--- config.mk ---
export PLATFORM = sky130hd
export DESIGN_NAME = fc_layer_ctrl
export DESIGN_NICKNAME = d
export VERILOG_FILES = /design/src/rtl/fc_layer_ctrl.sv
export SDC_FILE = /design/constraint.sdc
export NUM_CORES = 1
export LEC_CHECK = 0
export BUFFER_PORTS_ARGS = -buffer_cell sky130_fd_sc_hd__buf_2
export CAP_MARGIN = 30
export CORE_ASPECT_RATIO = 1.5
export CORE_UTILIZATION = 37
export DETAILED_ROUTE_END_ITERATION = 12
export PLACE_DENSITY = 0.82
export SYNTH_ARGS = -nofsm -noshare
export SYNTH_HDL_FRONTEND = slang
export SYNTH_SLANG_ARGS = --single-unit
--- constraint.sdc ---
create_clock -name clk_i -period 1.8 [get_ports clk_i]
set_input_delay 0.09 -clock clk_i [delete_from_list [all_inputs] [get_ports clk_i]]
set_output_delay 0.09 -clock clk_i [all_outputs]
set_load 0.02 [all_outputs]
--- src/rtl/fc_layer_ctrl.sv ---
// fc_layer_ctrl: layer-side sequencer for a bank of fully-connected neurons.
// Accepts PREVIOUS_LAYER_HEIGHT activations per vector and broadcasts each
// one to every neuron with its weight address. It then issues one bias step
// and serializes the LAYER_HEIGHT neuron outputs downstream. The last output
// handshake clears the neuron accumulators.
// Ports:
//   clk_i, reset_n_i          clock, asynchronous active-low reset
//   valid_i/ready_o/data_i    upstream activation handshake
//   neuron_data_o, mem_addr_o broadcast word and weight/bias address
//   sum_en_o, add_bias_o      neuron accumulate / bias-add strobes
//   clear_o                   neuron accumulator clear strobe
//   neuron_data_i             packed neuron outputs, neuron k at [k*W +: W]
//   valid_o/ready_i/data_o    downstream serialized output handshake
module fc_layer_ctrl #(
  parameter int WORD_SIZE             = 16,
  parameter int PREVIOUS_LAYER_HEIGHT = 4,
  parameter int LAYER_HEIGHT          = 4
) (
  input  logic                                     clk_i,
  input  logic                                     reset_n_i,
  input  logic                                     valid_i,
  output logic                                     ready_o,
  input  logic [WORD_SIZE-1:0]                     data_i,
  output logic [WORD_SIZE-1:0]                     neuron_data_o,
  output logic [$clog2(PREVIOUS_LAYER_HEIGHT+1)-1:0] mem_addr_o,
  output logic                                     sum_en_o,
  output logic                                     add_bias_o,
  output logic                                     clear_o,
  input  logic [LAYER_HEIGHT*WORD_SIZE-1:0]        neuron_data_i,
  output logic                                     valid_o,
  input  logic                                     ready_i,
  output logic [WORD_SIZE-1:0]                     data_o
);

  localparam int AW = $clog2(PREVIOUS_LAYER_HEIGHT+1);
  localparam int OW = (LAYER_HEIGHT > 1) ? $clog2(LAYER_HEIGHT) : 1;
  localparam logic [AW-1:0] LAST_IN   = AW'(PREVIOUS_LAYER_HEIGHT-1);
  localparam logic [AW-1:0] BIAS_ADDR = AW'(PREVIOUS_LAYER_HEIGHT);
  localparam logic [OW-1:0] LAST_OUT  = OW'(LAYER_HEIGHT-1);

  typedef enum logic [1:0] {eREADY, eBIAS, eDONE} state_t;

  state_t        state;
  logic [AW-1:0] in_cnt;
  logic [OW-1:0] out_cnt;

  always_ff @(posedge clk_i or negedge reset_n_i) begin
    if (!reset_n_i) begin
      state   <= eREADY;
      in_cnt  <= '0;
      out_cnt <= '0;
    end else begin
      case (state)
        eREADY: begin
          if (valid_i) begin
            if (in_cnt == LAST_IN) begin
              state  <= eBIAS;
              in_cnt <= '0;
            end else begin
              in_cnt <= in_cnt + 1'b1;
            end
          end
        end
        eBIAS: begin
          state   <= eDONE;
          out_cnt <= '0;
        end
        eDONE: begin
          if (ready_i) begin
            if (out_cnt == LAST_OUT) begin
              state   <= eREADY;
              out_cnt <= '0;
            end else begin
              out_cnt <= out_cnt + 1'b1;
            end
          end
        end
        default: begin
          state   <= eREADY;
          in_cnt  <= '0;
          out_cnt <= '0;
        end
      endcase
    end
  end

  // Strobes decode from the registered state; gating with reset_n_i holds
  // every strobe low for the whole reset window, not just after the edge.
  always_comb begin
    ready_o       = 1'b0;
    valid_o       = 1'b0;
    sum_en_o      = 1'b0;
    add_bias_o    = 1'b0;
    clear_o       = 1'b0;
    mem_addr_o    = '0;
    neuron_data_o = '0;
    data_o        = '0;
    if (reset_n_i) begin
      case (state)
        eREADY: begin
          ready_o       = 1'b1;
          mem_addr_o    = in_cnt;
          neuron_data_o = data_i;
          sum_en_o      = valid_i;
        end
        eBIAS: begin
          mem_addr_o = BIAS_ADDR;
          add_bias_o = 1'b1;
          sum_en_o   = 1'b1;
        end
        eDONE: begin
          valid_o = 1'b1;
          clear_o = ready_i && (out_cnt == LAST_OUT);
          for (int unsigned k = 0; k < LAYER_HEIGHT; k++) begin
            if (OW'(k) == out_cnt) data_o = neuron_data_i[k*WORD_SIZE +: WORD_SIZE];
          end
        end
        default: ;
      endcase
    end
  end

endmodule

# Yosys cells after proc, flatten, opt, wreduce, memory -nomap -nowiden
# Cells that the tools add are included.
# totals
regBits	7
input_bits	84
# classes
addsub	2
eq_ne	11
mux	31
bitwise_logic	2
n_reduce_logical	7
# op_table
cell	n
two-way mux 16 bit	8
two-way mux 2 bit	6
one-hot mux 3 bit (2 select lines)	2
two-way mux 1 bit	9
two-way mux 3 bit	3
inequality test 2 bit, second input constant	4
one-hot mux 2 bit (3 select lines)	1
equality test 2 bit, first input constant	2
equality test 2 bit, second input constant	2
logical NOT 2 bit	2
one-hot mux 2 bit (2 select lines)	1
AND reduction 2 bit	2
AND reduction 4 bit	1
adder 3 x 1 -> 3 bit, second input constant	1
equality test 3 x 2 -> 1 bit, second input constant	1
adder 2 x 1 -> 2 bit, second input constant	1
equality test 1 x 2 -> 1 bit, first input constant	1
equality test 2 x 1 -> 1 bit, second input constant	1
inverter 1 bit	2
one-hot mux 1 bit (2 select lines)	1
OR reduction 2 bit	1
logical AND 1 bit	1

# Longest topological paths before layout
# Gate-level depths: netlist of run 1.
# depth
depth_word	7
depth_mapped	7
mapped_depth_nobuf	6

# Worst setup path after synthesis of run 1
# OpenSTA, ideal clock, no wires.
# synth_timing
kind	register to output
from	register out_cnt[1]
to	output port data_o[0]
arrival_time_ns	1.799
required_ns	1.710
setup_slack_ns	-0.089
path_stages_with_launch	7
n_path_buf	1
cell_sequence	dfrtp_1 > inv_1 > ha_1 > buf_6 > nor2b_4 > a221oi_1 > o41ai_1
# synth_between
elab_chain_len	7
elab_cells_between_ends	10
cone_classes	3 x eq/ne; 6 x mux; 1 x reduce/logical
# synth_lines
item	line_no	rtl
from (decl)	45	logic [OW-1:0] out_cnt;
from (signal assigned)	74	out_cnt <= out_cnt + 1'b1;
logical NOT 2 bit	115	if (OW'(k) == out_cnt) data_o = neuron_data_i[k*WORD_SIZE +: WORD_SIZE];
two-way mux 16 bit (3 in a row)	115	
two-way mux 16 bit *	115	
two-way mux 16 bit *	99	case (state)
two-way mux 16 bit *	98	if (reset_n_i) begin
to (decl)	32	output logic [WORD_SIZE-1:0] data_o
# Every way passes the cells marked *; elsewhere a longest branch is shown, timed or not.

# Final worst setup path of run 1
# layout_timing
from	register out_cnt[0]
to	output port data_o[7]
# Same word-level chain as after synthesis.

==> summary.md, run 1 <==
| Metric | Value |
|---|---|
| Max-cap viol count | `0` |
| Worst r2r src | `state[1]$_DFFE_PN0P_` |
| H-tree levels | `1` |
| Clk slew on worst S/H paths | `~40 ps` |
| Max Clock Freq | `between 0.5 and 0.6 GHz` |
| Skew final | `4.52 ps` |
| CP Class | `register to primary output` |
| Die width | `49.7 microns` |
| Ys flop type | `dfrtp_1` |
| Initial antenna violation count | `0` |
| CTS tree | `done` |
| Area leader, netlist | `dfrtp_1` |
| Setup slack, reg-to-reg | `about 170 ps` |
| Setup WS pre-CTS | `roughly 46 ps` |
| Period utilization | `108%` |
| Overall Global Routing Usage | `26.7%` |
| Detailed Route WL | `5650 microns` |
| Vias | `1911` |
| Post-synth EDFFs | `0` |
| Synth Net Count | `244` |
| Footprint of the multi-input gates | `1150 sq um` |
| IO buf count | `between 100 and 150` |
| Fin Setup TNS | `-803 ps` |
| Netlist cell types | `32` |
| Global placer's final weighted congestion | `a little over 0.8` |
| Hold EP | `in_cnt[0]$_DFFE_PN0P_` |
| Fin worst setup slack | `-142 ps` |
| Setup-failing EPs final | `15` |
| Critical Path AT | `between 1500 and 2000 ps` |
| R2r endpoint | `state[0]$_DFFE_PN0P_` |
| Worst relative slew slack | `71.2%` |
| Worst-path fanout max | `7` |
| DR WL met2 | `slightly below 3000 microns` |
| Vias in the first global route | `between 1500 and 2000` |
| Status | `finished, violations left` |
| Standard-cell row count | `25` |
| Top Layer Used | `met4` |
| Fin nets | `between 300 and 400` |
| RSZ-0062 raised after global routing | `yes` |
| Cell Area, Synth | `between 1000 and 1500 sq um` |
| Max VDD drop | `approximately 0.93 mV` |
| Pwr per Cell Area | `between 1000 and 1500 nW/um^2` |
| Post-synth ARST share | `100%` |
| Worst Tran Pin Value | `about 430 ps` |
| Fraction of final layout cells sized beyond drive strength 1 | `67.2%` |
| Layout area overhead | `85.9%` |
| CTS max path bufs | `2` |
| Filler cell count | `about 240` |
| I/O pin count | `124` |
| Synth Register Bits | `7` |
| Storage element area | `approximately 180 sq um` |
| Wire length on met1 | `between 1500 and 2000 microns` |
| R2R depth | `5` |
| Failing checks | `setup timing` |
| CP endpoint kind | `primary output` |
| Largest net degree at the start of global routing | `33` |
| Mean post-synth cell area | `approximately 8.4 sq um` |
| Dominant cells by area after synthesis | `dfrtp_1 (14%), o41ai_2 (13%), a221oi_1 (9.7%)` |
| Skew-Pair Late Insertion Delay | `around 230 ps` |
| Seq/Total Area, Yosys | `13.8%` |
| Vias/cell | `5.84` |
| Wire per inst | `between 15 and 20 microns` |
| Drt drc | `0` |
| Worst Hold Class | `primary input to register` |
| Core area | `3190 sq um` |
| Most frequent cells after synthesis | `and3_1 (18), nor2b_1 (18), nand3_1 (16), a221oi_1 (14), o41ai_2 (10)` |
| First-pass GRT wire length | `7560 microns` |
| WP data required | `about 1700 ps` |
| Placed inst area | `between 1500 and 2000 sq um` |
| GRT Residual Overflow | `0` |
| Initial Utilization | `approximately 40%` |
| Drt first-iter violations | `between 70 and 80` |
| Top-area cell type share of the netlist area | `about 14%` |
| Hold depth | `3` |
| CTS root buf | `clkbuf_8` |
| Drt pass-1 iters | `4` |
| Fin. max-slew vios | `0` |
| CP Launch Type | `register` |
| Die area | `3660 sq um` |
| CTS sink count | `7` |
| Die span in y | `between 70 and 80 microns` |
| Final hold vios | `0` |
| Fin util | `approximately three quarters` |
| Antenna Nets Post-Route | `0` |
| Synth Warn # | `0` |
| Syn Inst Count | `about 150` |
| Hpwl dp | `3670 microns` |
| Antenna fix cells | `0` |
| Hold path start | `valid_i` |
| Inserted Clock Buffers | `3` |
| LEAKAGE | `around 0.0013 uW` |
| Crit path time final | `between 1500 and 2000 ps` |
| Fin area | `around 2400 sq um` |
| Met3 routed WL | `between 500 and 600 microns` |
## worst max-delay path, stage by stage, from the launching register on
cell     delay, ps
dfrtp_2        430
inv_4           70
ha_4           170
buf_8          120
buf_4          130
nor2b_1        140
o41ai_2        340
buf_4          220
## per-layer routing
layer | GRT usage (%) | up-vias
li1 | - | 861
met1 | 28.0 | 882
met2 | 49.2 | 139
met3 | 5.38 | 29
met4 | 14.0 | 0
met5 | 0 | -
## how the worst max path moves through the flow
| stage | endpoint | cells past startpoint | start |
|---|---|---|---|
| final | data_o[7] | 7 | out_cnt[0]$_DFFE_PN0P_ |
| after global routing | data_o[6] | 7 | out_cnt[0]$_DFFE_PN0P_ |
| after CTS | data_o[2] | 7 | out_cnt[0]$_DFFE_PN0P_ |
| after detailed placement | data_o[2] | 7 | out_cnt[0]$_DFFE_PN0P_ |
| after global placement | data_o[12] | 7 | out_cnt[0]$_DFFE_PN0P_ |
| after floorplan | data_o[10] | 7 | out_cnt[1]$_DFFE_PN0P_ |
## kinds of logic after synthesis
| family | Yosys count | share of synthesized area, % |
|---|---|---|
| mux | 2 | 1.78 |
| buf+inv | 23 | 9.69 |
| simple gates | 65 | 30.5 |
| flops | 7 | 13.8 |
| fa+ha+maj | 9 | 8.90 |
| compound gates | 45 | 35.3 |
## registers in the layout (all words and copies together) (netlist names)
signal / flops
out_cnt: 2
in_cnt: 3
state: 2
## cells in the final DEF, fill, tap and decap left out, drive strengths merged, types with 2 or more instances in the layout
master	count
o41ai	15
a22o	2
and3	18
ha	9
nor2	2
dfrtp	7
a21oi	3
buf	147
clkbuf	4
and2	2
mux2	2
nor2b	19
inv	6
o21ai	6
a221oi	16
nand2	4
nand3	16
a21o	2
## timing repair
item                                    4_1_cts  5_1_grt
endpoints found under the setup margin       17       18
cloned                                        1        0
setup buffers                                 7        5
gates resized for setup                      34       23
pin swaps                                    16        3
hold buffers                                  1        0
endpoints found under the hold margin         7        0
## stage by stage
stage / hold slack, ps / power (uW) / instances
floorplan: -206 / 1390 / 151
global placement: 88.3 / 1800 / 309
detailed placement: 95.6 / 1840 / 309
CTS: 219 / 2330 / 322
global route: 272 / 2700 / 327
finish: 234 / 2530 / 327
## where the power goes
part / internal [uW] / switching (uW) / total [uW]
Sequential: 213 / 61.6 / 275
Clock: 153 / 70.2 / 224
Combinational: 959 / 1070 / 2030
## cell type report
cell class	count	share of cell area, %
clock buffer	4	1.92
inverter	7	1.33
multi-input combinational	121	48.7
sequential	7	7.56
tap	40	2.13
timing repair buffer	148	38.3
Power figures use the tool's default switching activity.
==> inputs of run 2 (changes only) <==
==> constraint.sdc (replaced) <==
create_clock -name clk_i -period 1.8 [get_ports clk_i]
set_input_delay 0.18 -clock clk_i [delete_from_list [all_inputs] [get_ports clk_i]]
set_output_delay 0.18 -clock clk_i [all_outputs]
set_load 0.02 [all_outputs]
==> run 2 against run 1 <==
Against the previous run: the flow still finishes with violations (setup timing); cell count up 2.1%; setup slack worse by 190 ps; maximum frequency down 8.8%; critical path type unchanged; critical endpoint is now data_o[14]; highest routed layer unchanged.
==> summary.md, run 2 (synthesized netlist as in run 1, its figures left out) <==
| Metric | Value |
|---|---|
| Top reg by flops | `in_cnt` |
| H-tree levels | `1` |
| Max-cap viol count | `0` |
| CTS max path bufs | `2` |
| Max VDD drop | `a little over 0.9 mV` |
| Critical Path AT | `slightly below 2000 ps` |
| Layout area overhead | `110%` |
| Skew final | `about 4.8 ps` |
| Most common cell after layout, fill and taps aside | `buf_2` |
| Fin util | `between 80% and 90%` |
| IO buf count | `around 120` |
| Fin nets | `387` |
| Wire per inst | `about 23 microns` |
| CTS tree | `done` |
| Vias/cell | `6.34` |
| GRT Residual Overflow | `0` |
| Crit path time final | `approximately 2100 ps` |
| CTS sink count | `7` |
| Fraction of final layout cells sized beyond drive strength 1 | `a little over two thirds` |
| LEAKAGE | `around 0.0014 uW` |
| Final non-filler cell total | `approximately 330` |
| Largest register FFs | `3` |
| Die width | `between 40 and 50 microns` |
| Die area | `around 3700 sq um` |
| Initial antenna violation count | `1` |
| Pwr per Cell Area | `roughly 1200 nW/um^2` |
| Skew-Pair Late Insertion Delay | `~240 ps` |
| Status | `finished, violations left` |
| Vias in the first global route | `roughly 1800` |
| Inserted Clock Buffers | `3` |
| Standard-cell row count | `25` |
| Worst relative slew slack | `75.6%` |
| Core area | `3190 sq um` |
| Period utilization | `118%` |
| Setup-failing EPs final | `17` |
| Commonest non-fill, non-tap cells in the layout | `buf_2 (112), buf_4 (26), and3_1 (18)` |
| Hpwl dp | `~3600 microns` |
| Worst Hold Class | `primary input to register` |
| Filler cell count | `between 150 and 200` |
| Max Clock Freq | `0.470 GHz` |
| Fin Hold WS | `between 300 and 400 ps` |
| Vias | `between 2000 and 2500` |
| RSZ-0062 raised after global routing | `yes` |
| CTS root buf | `clkbuf_8` |
| Failing checks | `setup timing` |
| Fin worst setup slack | `-329 ps` |
| Setup WS pre-CTS | `3.23 ps` |
| Die span in y | `around 74 microns` |
| Placed insts | `between 300 and 400` |
| I/O pin count | `between 100 and 150` |
| CP Launch Type | `register` |
| Fin. max-slew vios | `0` |
| Worst Tran Pin Value | `around 360 ps` |
| WP data required | `between 1500 and 2000 ps` |
| CP Class | `register to primary output` |
| Drt pass-1 iters | `6` |
| Global placer's final weighted congestion | `0.804` |
| CP endpoint kind | `primary output` |
| Detailed Route WL | `between 7000 and 8000 microns` |
| Clk slew on worst S/H paths | `approximately 40 ps` |
| First-pass GRT wire length | `8790 microns` |
| Initial Utilization | `39.6%` |
| Antenna Nets Post-Route | `0` |
| Overall Global Routing Usage | `31.5%` |
| Top Registers | `in_cnt x3, out_cnt x2, state x2` |
| Drt first-iter violations | `between 150 and 200` |
| Worst-path fanout max | `8` |
| Final hold vios | `0` |
| Largest net degree at the start of global routing | `33` |
| Drt drc | `0` |
run 2: changes by cell type in the layout (fill, tap and decap cells not counted), moves of 3 or more:
cell and delta:
o41ai_4 +4, buf_12 +6, o41ai_2 -4, nor2b_4 +5, a221oi_1 -7, buf_6 -3
a221oi_4 +5, nor2b_1 -4
run 2: critical path, cell delays in order, from the launching register on:
cell      delay [ps]
dfrtp_1          400
inv_2            130
ha_4             150
nor2b_4          210
buf_8            160
a221oi_2          70
o41ai_2          390
buf_4            220
run 2: through the flow:
| stage | TNS (ps) | area (sq um) | total power, uW |
|---|---|---|---|
| final | -4220 | 2650 | 3250 |
| after floorplan | -227 | 1360 | 1430 |
| after global placement | 0 | 2070 | 1910 |
| after detailed placement | 0 | 2070 | 1940 |
| after global routing | -4890 | 2650 | 3400 |
| after CTS | -2450 | 2440 | 2710 |
run 2: metal layers:
metal  up-vias  wire length (microns)  track usage, %
met2       225                   3700            56.8
met1       972                   2690            32.9
met3        46                    939            7.87
met4         0                    481            17.8
met5         -                      0               0
li1        873                      -               -
run 2: what timing repair did:
| item | in CTS | in global routing |
|---|---|---|
| hold endpoints to repair | 7 | 0 |
| pin swaps | 8 | 8 |
| setup endpoints to repair | 16 | 18 |
| gates resized for setup | 41 | 26 |
| cloned | 3 | 1 |
| hold buffers | 1 | 0 |
| buffers inserted | 7 | 10 |
run 2: where the power goes:
part           leakage (uW)  switching (uW)  total (uW)  internal (uW)
clock             0.0000228            77.8         232            154
sequential        0.0000932            51.1         262            211
combinational       0.00126            1400        2760           1360
run 2: worst paths after layout:
kind / slack, ps / end / from / cells after the start
max in group asynchronous: 1140 / out_cnt[0]$_DFFE_PN0P_ / reset_n_i / 3
max reg2reg: 50 / state[0]$_DFFE_PN0P_ / out_cnt[0]$_DFFE_PN0P_ / 5
max: -330 / data_o[14] / out_cnt[1]$_DFFE_PN0P_ / 7
min: 310 / in_cnt[0]$_DFFE_PN0P_ / valid_i / 3
min in group asynchronous: 500 / state[1]$_DFFE_PN0P_ / reset_n_i / 3
min reg2reg: 520 / state[1]$_DFFE_PN0P_ / state[1]$_DFFE_PN0P_ / 1
run 2: cell type report:
class / count / area, sq um / share of cell area [%]
inverter: 7 / 26.3 / 0.991
timing repair buffer: 154 / 1050 / 39.5
multi-input combinational: 121 / 1310 / 49.2
tap: 40 / 50.0 / 1.89
antenna: 1 / 2.50 / 0.0943
sequential: 7 / 175 / 6.60
clock buffer: 4 / 45.0 / 1.70
